$ cat config.mk
export PLATFORM = sky130hd
export DESIGN_NAME = fib_seq_gen
export DESIGN_NICKNAME = d
export VERILOG_FILES = /design/src/rtl/fib_seq_gen.sv
export SDC_FILE = /design/constraint.sdc
export NUM_CORES = 1
export LEC_CHECK = 0
export ABC_AREA = 1
export CORE_MARGIN = 5
export CORE_UTILIZATION = 47
export CTS_CLUSTER_DIAMETER = 120
export DETAILED_ROUTE_END_ITERATION = 8
export PLACE_DENSITY = 0.77
export SYNTH_ARGS = -nofsm -noshare
export SYNTH_HDL_FRONTEND = slang
export SYNTH_SLANG_ARGS = --single-unit
$ cat constraint.sdc
create_clock -name clk -period 2 [get_ports clk]
set_input_delay 0.4 -clock clk [delete_from_list [all_inputs] [get_ports clk]]
set_output_delay 0.4 -clock clk [all_outputs]
set_load 0.05 [all_outputs]
$ cat src/rtl/fib_seq_gen.sv
// Fibonacci stream source: programmable seeds, term count and wrap/saturate
// arithmetic, with a valid/ready output and a one-cycle done pulse per run.
module fib_seq_gen #(
    parameter int WIDTH = 16,
    parameter int CNT_W = 8
) (
    input  logic             clk,
    input  logic             rst,
    input  logic             start_i,
    input  logic [WIDTH-1:0] seed0_i,
    input  logic [WIDTH-1:0] seed1_i,
    input  logic [CNT_W-1:0] n_terms_i,
    input  logic             mode_sat_i,
    input  logic             out_ready_i,
    output logic [WIDTH-1:0] out_data_o,
    output logic             out_valid_o,
    output logic             busy_o,
    output logic             done_o,
    output logic             overflow_o,
    output logic [0:0]       state_o
);

    localparam logic [0:0] S_IDLE = 1'b0;
    localparam logic [0:0] S_RUN  = 1'b1;

    logic [0:0]       state_q, state_d;
    logic [WIDTH-1:0] a_q, a_d;
    logic [WIDTH-1:0] b_q, b_d;
    logic [CNT_W-1:0] cnt_q, cnt_d;
    logic             sat_q, sat_d;
    logic             ovf_q, ovf_d;
    logic             done_q, done_d;

    logic [WIDTH:0]   sum;
    logic             carry;
    logic [WIDTH-1:0] next_b;
    logic             hs;

    // Stream handshake: a term transfers in any cycle where out_valid_o and
    // out_ready_i are both high; while valid is high and ready is low every
    // register holds, so out_data_o cannot change until it is accepted.
    always_comb begin
        sum    = {1'b0, a_q} + {1'b0, b_q};
        carry  = sum[WIDTH];
        next_b = (carry && sat_q) ? {WIDTH{1'b1}} : sum[WIDTH-1:0];
        hs     = (state_q == S_RUN) && out_ready_i;
    end

    always_comb begin
        state_d = state_q;
        a_d     = a_q;
        b_d     = b_q;
        cnt_d   = cnt_q;
        sat_d   = sat_q;
        ovf_d   = ovf_q;
        done_d  = 1'b0;
        case (state_q)
            S_IDLE: begin
                if (start_i) begin
                    a_d   = seed0_i;
                    b_d   = seed1_i;
                    cnt_d = n_terms_i;
                    sat_d = mode_sat_i;
                    ovf_d = 1'b0;
                    // A zero-length run completes immediately without emitting.
                    if (n_terms_i != '0) begin
                        state_d = S_RUN;
                    end else begin
                        done_d = 1'b1;
                    end
                end
            end
            S_RUN: begin
                if (hs) begin
                    a_d   = b_q;
                    b_d   = next_b;
                    cnt_d = cnt_q - CNT_W'(1);
                    if (carry) begin
                        ovf_d = 1'b1;
                    end
                    if (cnt_q == CNT_W'(1)) begin
                        state_d = S_IDLE;
                        done_d  = 1'b1;
                    end
                end
            end
            default: begin
                state_d = S_IDLE;
            end
        endcase
    end

    always_ff @(posedge clk or posedge rst) begin
        if (rst) begin
            state_q <= S_IDLE;
            a_q     <= '0;
            b_q     <= '0;
            cnt_q   <= '0;
            sat_q   <= 1'b0;
            ovf_q   <= 1'b0;
            done_q  <= 1'b0;
        end else begin
            state_q <= state_d;
            a_q     <= a_d;
            b_q     <= b_d;
            cnt_q   <= cnt_d;
            sat_q   <= sat_d;
            ovf_q   <= ovf_d;
            done_q  <= done_d;
        end
    end

    assign out_data_o  = a_q;
    assign out_valid_o = (state_q == S_RUN);
    assign busy_o      = (state_q == S_RUN);
    assign done_o      = done_q;
    assign overflow_o  = ovf_q;
    assign state_o     = state_q;

endmodule

Word-level counts from Yosys, hierarchy flattened
Cells that the tools add are included.

Register bits after elaboration: 44. Logic and storage cells: 44. Bits of input ports: 45. Output and inout bits: 21.

Multiplexer cells: 24. $add $sub $neg: 2. Reduce and logical (&&, ||, !) cells: 6. Bitwise operators: 1. Eq/ne operators: 4.

Operators by type and width (count): two-way mux 16 bit (5); one-hot mux 16 bit (2 select lines) (2); adder 16 x 16 -> 17 bit (1); two-way mux 8 bit (2); one-hot mux 8 bit (2 select lines) (1); two-way mux 1 bit (11); == test 8 x 1 -> 1 bit (second input constant) (1); nonzero test 8 bit (1); subtractor 8 x 1 -> 8 bit (second input constant) (1); one-hot mux 1 bit (2 select lines) (3); != test 2 x 1 -> 1 bit (second input constant) (2); AND reduction 2 bit (2); AND reduction 3 bit (1); logical AND 1 bit (2); != test 2 bit (second input constant) (1); NOT 1 bit (1).

Depth between registers and ports, before layout
Depth in word-level cells: 5. Gate-level depth with buffers: 13. Depth with buffers taken out: 13.

Worst setup path after synthesis
OpenSTA, ideal clock, no wires.

Path kind: register -> register. From: register a_q[0], in the netlist out_data_o[0]. To: register b_q[10]. Slack: -0.192 ns. Cell stages (with the launch flop): 13. Required time: 1.884 ns. Setup time: 0.116 ns. Arrival time: 2.076 ns. Path through: dfrtp_1 -> ha_1 -> fa_1 -> nand2_2 -> nand2_1 -> nand3_2 -> nand2_2 -> nand2_2 -> nand2_2 -> a21oi_4 -> nand2_1 -> nand2_1 -> nand2_1.

Longest elaborated chain between the ends: 5.

RTL lines: start, declared (line 27) `logic [WIDTH-1:0] a_q, a_d;`; start signal, assigned (line 96) `a_q <= '0;`; start signal, assigned (line 104) `a_q <= a_d;`; adder 16 x 16 -> 17 bit (*) (line 43) `sum = {1'b0, a_q} + {1'b0, b_q};`; logical AND 1 bit (line 45) `next_b = (carry && sat_q) ? {WIDTH{1'b1}} : sum[WIDTH-1:0];`; two-way mux 16 bit (*) (line 45); two-way mux 16 bit (*) (line 74) `if (hs) begin`; one-hot mux 16 bit (2 select lines) (*) (line 57) `case (state_q)`; end signal, assigned (line 97) `b_q <= '0;`; end signal, assigned (line 105) `b_q <= b_d;`; end, declared (line 28) `logic [WIDTH-1:0] b_q, b_d;`.

Mark *: on every way between the ends. The rest lies on a longest branch, timed or not. The select of a mux whose other input is x is not followed. A chain may end at the register's enable or synchronous reset.

Worst setup path in the final report
From: register ovf_q, in the netlist overflow_o. To: output port overflow_o.

RTL lines: start, declared (line 31) `logic ovf_q, ovf_d;`; start signal, assigned (line 108) `ovf_q <= ovf_d;`; end, declared (line 19) `output logic overflow_o,`.

No word-level cell between the ends.

==> flow_summary.toml <==
[synth]
synth_cell_types = 35
synth_seq_cells = 44
yosys.area_share.simple_pct = 35.8
synthAdderAreaFrac_pct = 7.53
ys_seq_area_share_pct = 33.8
syn_inst = 485
muxShareOfSynthArea_pct = 0
synth-xor-area-share_pct = 1.88
synth_area_per_cell_um2 = 6.71
synth_nets = 549
synth_top_family_by_area = "simple AND/OR/NAND/NOR gates"
synth-compound-area-share_pct = 11.8
synth_area_um2 = 3260
synth_warnings = 0

[detailed_routing]
drtAntennaViolNets = 0
drc = 0
dr_total_vias = 3300
wl_met2_mm = 3.97
routedWlPerCell_um = 13.8
routed_wl_mm = 8.79
top_layer_used = "met4"
met1Wirelength_mm = 4.28
met3_length_um = 417
via_per_inst = 5.16
drt-initial-drc-count = 160
firstDrtPassIters = 5

[placement]
place_inst = 626
gp_congestion = 0.933
numPortBuffers = 65
dp_hpwl_mm = 6.86

[grt]
grt_pass1_wl_mm = 14.4
grt_util_all_layers_pct = 20.6
overflow = 0
grt_pass1_vias = 3079
grt_max_degree = 33
antenna_found_initial = 0

[die]
initial_core_util_pct = 48.2
coreArea_um2 = 6760
core.rowCount = 30
die_w_um = 93.2
die_h_um = 93.2
dieArea_um2 = 8690
ios = 66

[finish]
final_common_cell = "nand2_1"
nFillCells = 618
num_antenna_cells = 0
finalCoreUtilization_pct = 62.5
fin_nets = 622
final_cell_mix = "175 x nand2_1, 66 x nor2_1, 52 x clkdlybuf4s50_1"
drive_gt1_share_pct = 11.6
syn_to_final_growth_pct = 29.6
stdcell_count = 639

[critical_path]
r2r-start = "out_data_o[0]$_DFFE_PP0P_"
slowest_delay_ns = 0.82
arrival_ns = 1.55
path_depth = 1
critPathSlowestCell = "clkdlybuf4s50_1"
path_cells = "clkdlybuf4s50_1"
cp_data_required_time_ns = 1.60
crit_fanout = 2
timing.rr.end = "b_q[9]$_DFFE_PP0P_"
r2r_slack_ns = 0.07
crit_type = "register to output pin"
crit_family = "buffers and inverters"
cp_num_buf_inv = 1
r2r_cells = 12
cp-end-kind = "output pin"
worstSetupStartpointType = "register"

[pwr]
power_mw = 8.55
p_leak_nw = 2.15
power_density_nw_per_um2 = 2030
peakVddDrop_v = 0.00118

[clocking]
hold_buffers = 0
clock-root-buffer = "clkbuf_8"
numCtsBuffers = 5
cts_sinks = 44
cts_tree = "built"
clk_latency_ns = 0.31
clkTransAtPathRegs_ns = 0.10
htree_levels = 2
clockBufferDepth = 2

[timing]
setup_viol = 0
period_needed_ns = 1.95
slew_headroom_pct = 62.8
drv_slew = 0
rsz0062_at_grt = "yes"
fmax_mhz = 514
fin_crit_sh_pct = 97.4
hold_violations = 0
tightestPinTransition_ns = 0.555
clock_skew_ns = 0.0149

[worst_hold_path]
hold_class = "primary input to asynchronous set/reset pin"

[outcome]
outcome = "complete, no violations"

[flow_run]
cap_violations = 0
[flip-flops by register name, summed over array words and instances (netlist names)]
name	count
overflow_o	1
b_q	16
cnt_q	8
out_data_o	16
busy_o	1
sat_q	1
done_o	1
[worst max path at each step]
stage | start | to | slack, ns
after CTS | out_data_o[0]$_DFFE_PP0P_ | b_q[15]$_DFFE_PP0P_ | 0.005
after detailed placement | out_data_o[0]$_DFFE_PP0P_ | b_q[9]$_DFFE_PP0P_ | -0.04
after floorplan | out_data_o[0]$_DFFE_PP0P_ | b_q[15]$_DFFE_PP0P_ | 0.01
after global placement | out_data_o[0]$_DFFE_PP0P_ | b_q[11]$_DFFE_PP0P_ | 0.05
final | overflow_o$_DFFE_PP0P_ | overflow_o | 0.05
after global routing | out_data_o[0]$_DFFE_PP0P_ | b_q[10]$_DFFE_PP0P_ | -0.06
[report_power, final]
group	internal, mW	leakage (nW)	switching (mW)
sequential	1.34	0.525	0.428
clock	0.281	0.0434	0.348
combinational	2.31	1.58	3.84
total	3.93	2.15	4.62
[logic make-up (layout without fill, tap and decap cells)]
kind of cell	Yosys count	in the layout
adders and majority gates	19	19
buffers and inverters	66	140
and+or+nand+nor	286	286
AOI/OAI and AO/OA	63	63
xor gates and xnor gates	7	7
DFF	44	44
[cells in the mapped netlist (all sizes together)]
library cell  number  share of area [%]
clkbuf             5               0.88
dfrtp             44                 34
o22ai              1               0.19
nand4              4               0.77
o221ai             1               0.27
and2               4               0.77
a31oi             16                3.1
nor2              68                8.0
xor2               7                1.9
nand3             21                3.4
o21ai             24                3.9
fa                 1               0.61
a22o               1               0.27
a21oi             15                2.9
o31ai              1               0.23
nand2            184                 22
nor3               1               0.15
ha                18                6.9
nor4               2               0.38
buf               12                2.7
o211ai             4               0.92
nand3b             2               0.46
inv               49                5.6
[through the flow]
| step | setup slack [ns] | TNS, ns | hold slack [ns] | area (um2) |
|---|---|---|---|---|
| global placement | 0.0513 | 0 | 0.494 | 4030 |
| global route | -0.0573 | -0.292 | 0.425 | 4220 |
| CTS | 0.00531 | 0 | 0.384 | 4150 |
| detailed placement | -0.0358 | -0.108 | 0.501 | 4030 |
| finish | 0.0529 | 0 | 0.369 | 4220 |
| floorplan | 0.0118 | 0 | 0.474 | 3270 |
[layout make-up]
cell class | count | area (um2) | area share, %
multi-input cells | 375 | 1920 | 45.4
well taps | 80 | 100 | 2.37
clock inverters | 2 | 15.0 | 0.356
flip-flops and latches | 44 | 1100 | 26.1
repair buffers | 83 | 818 | 19.4
clock buffers | 6 | 82.6 | 1.96
inverters | 49 | 184 | 4.36
[worst reg2reg max path, cell delays in order (launching register included)]
cell and delay, ns:
dfrtp_2 0.43, ha_4 0.17, fa_2 0.35, nand2_2 0.09, nand2_2 0.06, nand3_2 0.08, nand2_2 0.06, nand2_2 0.09
nand2_4 0.07, a21oi_4 0.24, nand2_1 0.09, nand2_1 0.07, nand2_1 0.04
[repair_timing]
item	in CTS	in global routing
buffers inserted	3	2
resized for setup	0	12
pin swaps	2	10
endpoints found under the setup margin	8	17
[per-layer routing]
metal  track usage (%)  vias to the layer above
li1                  -                     1692
met1              29.4                     1512
met3              3.14                       11
met2              32.7                       85
met4              4.76                        0
met5                 0                        -
Power figures use the tool's default switching activity.
